[config.mk]
export PLATFORM = sky130hd
export DESIGN_NAME = mem_port_arbiter
export DESIGN_NICKNAME = d
export VERILOG_FILES = /design/src/rtl/mem_port_arbiter.sv
export SDC_FILE = /design/constraint.sdc
export NUM_CORES = 1
export LEC_CHECK = 0
export BUFFER_PORTS_ARGS = -buffer_cell sky130_fd_sc_hd__buf_2
export CAP_MARGIN = 20
export CORE_MARGIN = 2
export CORE_UTILIZATION = 30
export CTS_BUF_LIST = sky130_fd_sc_hd__clkbuf_4 sky130_fd_sc_hd__clkbuf_8 sky130_fd_sc_hd__clkbuf_16
export CTS_CLUSTER_DIAMETER = 50
export DETAILED_ROUTE_END_ITERATION = 12
export PLACE_DENSITY = 0.64
export SYNTH_ARGS = -nofsm -noshare
export SYNTH_HDL_FRONTEND = slang
export SYNTH_SLANG_ARGS = --single-unit
[constraint.sdc]
create_clock -name clk -period 2 [get_ports clk]
set_input_delay 0.1 -clock clk [delete_from_list [all_inputs] [get_ports clk]]
set_output_delay 0.1 -clock clk [all_outputs]
set_load 0.05 [all_outputs]
[src/rtl/mem_port_arbiter.sv]
// Shares one single-port, fixed-latency memory between the fetch and data ports.
// Optional fetch starvation guard is built when ARB_STARVE_GUARD_EN is defined.
module mem_port_arbiter #(
    parameter int ADDR_W       = 32,
    parameter int DATA_W       = 32,
    parameter int WAIT_STATES  = 1,
    parameter int STARVE_LIMIT = 4
) (
    input  logic              clk,
    input  logic              reset,

    input  logic              if_req,
    input  logic [ADDR_W-1:0] if_addr,
    output logic              if_gnt,
    output logic              if_rvalid,
    output logic [DATA_W-1:0] if_rdata,

    input  logic              dm_req,
    input  logic              dm_we,
    input  logic [ADDR_W-1:0] dm_addr,
    input  logic [DATA_W-1:0] dm_wdata,
    output logic              dm_gnt,
    output logic              dm_rvalid,
    output logic [DATA_W-1:0] dm_rdata,

    output logic              mem_en,
    output logic              mem_we,
    output logic [ADDR_W-1:0] mem_addr,
    output logic [DATA_W-1:0] mem_wdata,
    input  logic [DATA_W-1:0] mem_rdata,

    output logic              busy
);

    typedef enum logic [1:0] {
        ST_IDLE   = 2'd0,
        ST_ACCESS = 2'd1,
        ST_RESP   = 2'd2
    } state_e;

    typedef enum logic {
        OWN_IF = 1'b0,
        OWN_DM = 1'b1
    } owner_e;

    localparam logic [3:0] LAST_CNT = 4'(WAIT_STATES - 1);

    if (WAIT_STATES < 1 || WAIT_STATES > 15) begin : g_bad_wait_states
        $error("mem_port_arbiter: WAIT_STATES must be 1..15");
    end
    if (STARVE_LIMIT < 1 || STARVE_LIMIT > 15) begin : g_bad_starve_limit
        $error("mem_port_arbiter: STARVE_LIMIT must be 1..15");
    end

    state_e              state_q,     state_d;
    owner_e              owner_q,     owner_d;
    logic [3:0]          wait_cnt_q,  wait_cnt_d;
    logic [ADDR_W-1:0]   mem_addr_q,  mem_addr_d;
    logic                mem_we_q,    mem_we_d;
    logic [DATA_W-1:0]   mem_wdata_q, mem_wdata_d;
    logic [DATA_W-1:0]   if_rdata_q,  if_rdata_d;
    logic [DATA_W-1:0]   dm_rdata_q,  dm_rdata_d;

    logic arb_window;
    logic starve_force;
    logic grant_dm;
    logic grant_if;
    logic first_access;

    assign arb_window = (state_q == ST_IDLE) || (state_q == ST_RESP);

`ifdef ARB_STARVE_GUARD_EN
    logic [3:0] starve_cnt_q, starve_cnt_d;

    // Once fetch has lost STARVE_LIMIT arbitrations in a row it wins the next one.
    assign starve_force = if_req && (starve_cnt_q == 4'(STARVE_LIMIT));

    always_comb begin
        starve_cnt_d = starve_cnt_q;
        if (!if_req || grant_if) begin
            starve_cnt_d = '0;
        end else if (grant_dm) begin
            starve_cnt_d = starve_cnt_q + 4'd1;
        end
    end

    always_ff @(posedge clk or negedge reset) begin
        if (!reset) begin
            starve_cnt_q <= '0;
        end else begin
            starve_cnt_q <= starve_cnt_d;
        end
    end
`else
    assign starve_force = 1'b0;
`endif

    // Data beats fetch: the load/store belongs to the older instruction.
    assign grant_dm = arb_window && dm_req && !starve_force;
    assign grant_if = arb_window && if_req && !grant_dm;

    always_comb begin
        // NOTE: every _d gets its hold value first, so no branch can infer a latch.
        state_d     = state_q;
        owner_d     = owner_q;
        wait_cnt_d  = wait_cnt_q;
        mem_addr_d  = mem_addr_q;
        mem_we_d    = mem_we_q;
        mem_wdata_d = mem_wdata_q;
        if_rdata_d  = if_rdata_q;
        dm_rdata_d  = dm_rdata_q;

        unique case (state_q)
            ST_IDLE, ST_RESP: begin
                wait_cnt_d = '0;
                if (grant_dm) begin
                    state_d     = ST_ACCESS;
                    owner_d     = OWN_DM;
                    mem_addr_d  = dm_addr;
                    mem_we_d    = dm_we;
                    mem_wdata_d = dm_wdata;
                end else if (grant_if) begin
                    state_d    = ST_ACCESS;
                    owner_d    = OWN_IF;
                    mem_addr_d = if_addr;
                    mem_we_d   = 1'b0;
                end else begin
                    state_d = ST_IDLE;
                end
            end

            ST_ACCESS: begin
                if (wait_cnt_q == LAST_CNT) begin
                    state_d    = ST_RESP;
                    wait_cnt_d = '0;
                    if (owner_q == OWN_IF) begin
                        if_rdata_d = mem_rdata;
                    end else if (!mem_we_q) begin
                        dm_rdata_d = mem_rdata;
                    end
                end else begin
                    wait_cnt_d = wait_cnt_q + 4'd1;
                end
            end

            default: begin
                state_d = ST_IDLE;
            end
        endcase
    end

    always_ff @(posedge clk or negedge reset) begin
        // NOTE: the data registers are reset too, so every output reads 0 in reset.
        if (!reset) begin
            state_q     <= ST_IDLE;
            owner_q     <= OWN_IF;
            wait_cnt_q  <= '0;
            mem_addr_q  <= '0;
            mem_we_q    <= 1'b0;
            mem_wdata_q <= '0;
            if_rdata_q  <= '0;
            dm_rdata_q  <= '0;
        end else begin
            state_q     <= state_d;
            owner_q     <= owner_d;
            wait_cnt_q  <= wait_cnt_d;
            mem_addr_q  <= mem_addr_d;
            mem_we_q    <= mem_we_d;
            mem_wdata_q <= mem_wdata_d;
            if_rdata_q  <= if_rdata_d;
            dm_rdata_q  <= dm_rdata_d;
        end
    end

    assign first_access = (state_q == ST_ACCESS) && (wait_cnt_q == '0);

    assign mem_en    = first_access;
    assign mem_we    = mem_we_q;
    assign mem_addr  = mem_addr_q;
    assign mem_wdata = mem_wdata_q;

    assign if_gnt    = first_access && (owner_q == OWN_IF);
    assign dm_gnt    = first_access && (owner_q == OWN_DM);
    assign if_rvalid = (state_q == ST_RESP) && (owner_q == OWN_IF);
    assign dm_rvalid = (state_q == ST_RESP) && (owner_q == OWN_DM);
    assign if_rdata  = if_rdata_q;
    assign dm_rdata  = dm_rdata_q;

    assign busy = (state_q != ST_IDLE);

endmodule
==> flow_summary_export.csv <==
group,metric,value,unit
drt,drt_iter0_markers,173,
pwr,p_clk_share,25.0,%
timing,clock_skew,0.007408,ns
die,num_rows,49,
synthesis,synth.avg_cell_area,12.18,sq um
die,core,0.01802,sq mm
clock_network,cts.sinks,136,
grt,via_count_of_the_first_global_routing_pass,5144,
drt,drt_drc_violations_left,0,
clock_network,clock_buffer_depth,2,
placement,preCtsSetupSlack,0.1793,ns
timing,hold_viol,0,
die,die_width,139.8,microns
timing,setup_tns,0,ns
placement,placement.io_buffers,267,
die,floorplan.initialDensity,30.67,%
layout,finalNonFillerCells,1098,
layout,layout.cells.most_common_list,"sky130_fd_sc_hd__buf_2, sky130_fd_sc_hd__dfrtp_1, sky130_fd_sc_hd__nand2_1, sky130_fd_sc_hd__dlygate4sd3_1, sky130_fd_sc_hd__mux2_2",
hold_path,hold_path_class,"primary input to flop",
timing,final_min_period_over_clock_period,97.92,%
synthesis,synth.area.top_cells,"sky130_fd_sc_hd__dfrtp_1, sky130_fd_sc_hd__mux2_2, sky130_fd_sc_hd__nand2_1",
worst_setup_path,worst_ep_required_time,2.29,ns
synthesis,synth_warnings,0,
clock_network,worst_skew_pair.late_latency,0.41,ns
drt,drt_first_pass_iters,4,
clock_network,clkSlewWorstSetupHoldPaths,0.06,ns
timing,timing.final.ws_setup,0.04152,ns
worst_setup_path,critPathLaunchType,"flop",
synthesis,synth.cell_area,0.005529,sq mm
die,design.die.area,0.01953,sq mm
timing,timing.final.max_slew_violations,0,
pwr,total_switching_power,5.900,mW
layout,n_fill_cell,1589,
die,die_height,139.8,microns
timing,fin_crit,1.958,ns
synthesis,postSynthCellCount,454,
grt,grt_overflow,0,
clock_network,tritoncts,"built",
pwr,power,13.26,mW
placement,finalWeightedCongestion,0.7982,
drt,wire_per_inst,14.80,microns
drt,routed_via_density,4.439,
layout,antenna-diode-count,0,
synthesis,synth_seq_cells,136,
clock_network,cts-buffers-inserted,17,
synthesis,synth.distinct_cells,29,
drt,route.antenna.remaining_nets,0,
pwr,comb_power_share,44.1,%
timing,max_freq,510.6,MHz
worst_setup_path,timing.critical_path.to_type,"flop",
outcome,outcome,"finished clean",
grt,aggregate_global_route_resource_usage,16.54,%
timing,grt_setup_unrepaired,"true",
synthesis,yosysSeqAreaShare,61.55,%
timing,setup_violations,0,
flow_run,cap_viol_max_count,0,
placement,place_inst,934,
layout,layout.cells.most_common,"sky130_fd_sc_hd__buf_2",
layout,area.growth.synth_to_final,65.99,%
layout,finalNetCount,991,
synthesis,postSynthNetCount,589,
timing,timing_worst_slew_pin_value,0.4359,ns
pwr,intPower,7.362,mW
placement,hpwl,9651,microns
grt,grt_start_max_net_pins,66,
grt,grt_first_pass_wirelength,25850,microns
pwr,netSwitchingFraction,44.49,%
synthesis,synth_largest_type_area_fraction,61.55,%
layout,finalInstanceArea,0.009178,sq mm
pwr,power_frac_seq,30.9,%
timing,max_slew_margin,70.94,%
pwr,p_leak,4.679,nW
placement,placement.cell_area,0.007166,sq mm
worst_setup_path,critPathKind,"flop to flop",
synthesis,synth_largest_area_cell,"sky130_fd_sc_hd__dfrtp_1",
pwr,power.ir.vdd_worst,1.324,mV
drt,post_route_wl,16250,microns
worst_setup_path,critical_path_arrival,2.25,ns
layout,final_layout_size_suffix_gt1_share,44.88,%
grt,antenna_found_initial,0,
pwr,power_density,1445,mW/mm^2
clock_network,cts_max_level,4,
worst_setup_path,timing.critical_path.fanout_max,6,
drt,routed-via-count,4874,
die,ioPinCount,268,
clock_network,root_buffer,"sky130_fd_sc_hd__clkbuf_16",
[layout make-up]
class	count	area [sq um]	share of cell area, %
Sequential cell	136	3405	37.10
Timing Repair Buffer	410	2877	31.34
Multi-Input combinational cell	287	1966	21.42
Clock buffer	18	432.9	4.717
Tap cell	229	286.5	3.122
Clock inverter	14	196.4	2.140
Inverter	4	15.01	0.1636
[worst paths after layout]
path,depth (start not counted),slack [ns],endpoint,from
max,8,0.04,if_rdata[2]$_DFFE_PN0P_,wait_cnt_q[1]$_DFFE_PN0P_
min,4,0.02,owner_q$_DFFE_PN0P_,if_req
max reg2reg,8,0.04,if_rdata[2]$_DFFE_PN0P_,wait_cnt_q[1]$_DFFE_PN0P_
min reg2reg,2,0.47,mem_wdata[21]$_DFFE_PN0P_,mem_wdata[21]$_DFFE_PN0P_
max in group asynchronous,3,1.17,if_rdata[26]$_DFFE_PN0P_,reset
min in group asynchronous,2,0.18,if_rdata[14]$_DFFE_PN0P_,reset
[synthesized netlist by cell type]
cell type                     n
sky130_fd_sc_hd__buf_6        8
sky130_fd_sc_hd__buf_4        1
sky130_fd_sc_hd__a211o_1      1
sky130_fd_sc_hd__nand2_1    131
sky130_fd_sc_hd__nand2b_4     1
sky130_fd_sc_hd__mux2_1       2
sky130_fd_sc_hd__o21ai_0     31
sky130_fd_sc_hd__or2_2        1
sky130_fd_sc_hd__a21boi_0     2
sky130_fd_sc_hd__nor3b_1      1
sky130_fd_sc_hd__o21ai_1      3
sky130_fd_sc_hd__and2_1       2
sky130_fd_sc_hd__nor2b_1      4
sky130_fd_sc_hd__a22o_1       1
sky130_fd_sc_hd__mux2i_1     33
sky130_fd_sc_hd__nor3b_4      2
sky130_fd_sc_hd__nand2b_1     2
sky130_fd_sc_hd__dfrtp_1    136
sky130_fd_sc_hd__inv_1        4
sky130_fd_sc_hd__clkbuf_1    11
sky130_fd_sc_hd__o21bai_1     1
sky130_fd_sc_hd__ha_1         2
sky130_fd_sc_hd__mux2_2      62
sky130_fd_sc_hd__buf_2        7
sky130_fd_sc_hd__xnor2_1      1
sky130_fd_sc_hd__nand4bb_1    1
sky130_fd_sc_hd__nand4b_1     1
sky130_fd_sc_hd__or3_1        1
sky130_fd_sc_hd__and3b_1      1
[metal layers]
layer	part of all wire, %	up-vias	track usage (%)	wire [microns]
li1	-	2315	-	-
met2	50	204	28.14	8141
met4	2.9	0	7.316	478
met5	0	-	0	0
met1	40	2316	19.33	6576
met3	6.5	39	4.921	1051
[critical path, cell delays in order, from the launching register on]
cell                      delay [ns]
sky130_fd_sc_hd__dfrtp_1        0.40
sky130_fd_sc_hd__inv_1          0.07
sky130_fd_sc_hd__ha_1           0.15
sky130_fd_sc_hd__nor3b_4        0.21
sky130_fd_sc_hd__nor3b_4        0.24
sky130_fd_sc_hd__buf_4          0.15
sky130_fd_sc_hd__buf_12         0.10
sky130_fd_sc_hd__buf_4          0.17
sky130_fd_sc_hd__mux2_2         0.34
[cell families (layout without fill, tap and decap cells)]
| logic type | count (synthesis) | after routing | share of synthesized area [%] |
|---|---|---|---|
| flops | 136 | 136 | 61.55 |
| mux | 97 | 97 | 19.01 |
| simple gates | 148 | 148 | 11.61 |
| compound gates | 39 | 39 | 3.802 |
| fa+ha+maj | 2 | 2 | 0.4525 |
| buf+inv | 31 | 446 | 3.417 |
| xor+xnor | 1 | 1 | 0.1584 |
[sequential cells by signal, indices dropped and copies added, names as in the netlist]
name / cells
owner_q: 1
wait_cnt_q: 4
mem_we: 1
mem_addr: 32
if_rdata: 32
mem_wdata: 32
dm_rdata: 32
state_q: 2
[repair_timing]
item                                   4_1_cts  5_1_grt
setup endpoints to repair                    2       43
setup buffers                                4        2
gates cloned                                 1        2
endpoints found under the hold margin      197        0
hold buffers                               124        0
resized for setup                            5        7
[power by group through the flow]
stage	registers, mW	logic [mW]	clock network [mW]
global placement	4.12	5.51	0
detailed placement	4.13	5.58	0
CTS	4.09	5.84	3.43
floorplan	7.20	1.08	0
global route	4.21	6.11	3.55
finish	4.09	5.85	3.32
[through the flow]
stage | hold slack (ns) | utilization (%)
after floorplan | -0.1956 | -
after global placement | 0.05633 | 39.75
after detailed placement | 0.05977 | 39.75
after CTS | 0.002615 | 50.57
after global routing | 0.007096 | 50.92
final | 0.01729 | 50.92
(Power assumes the default switching activity.)
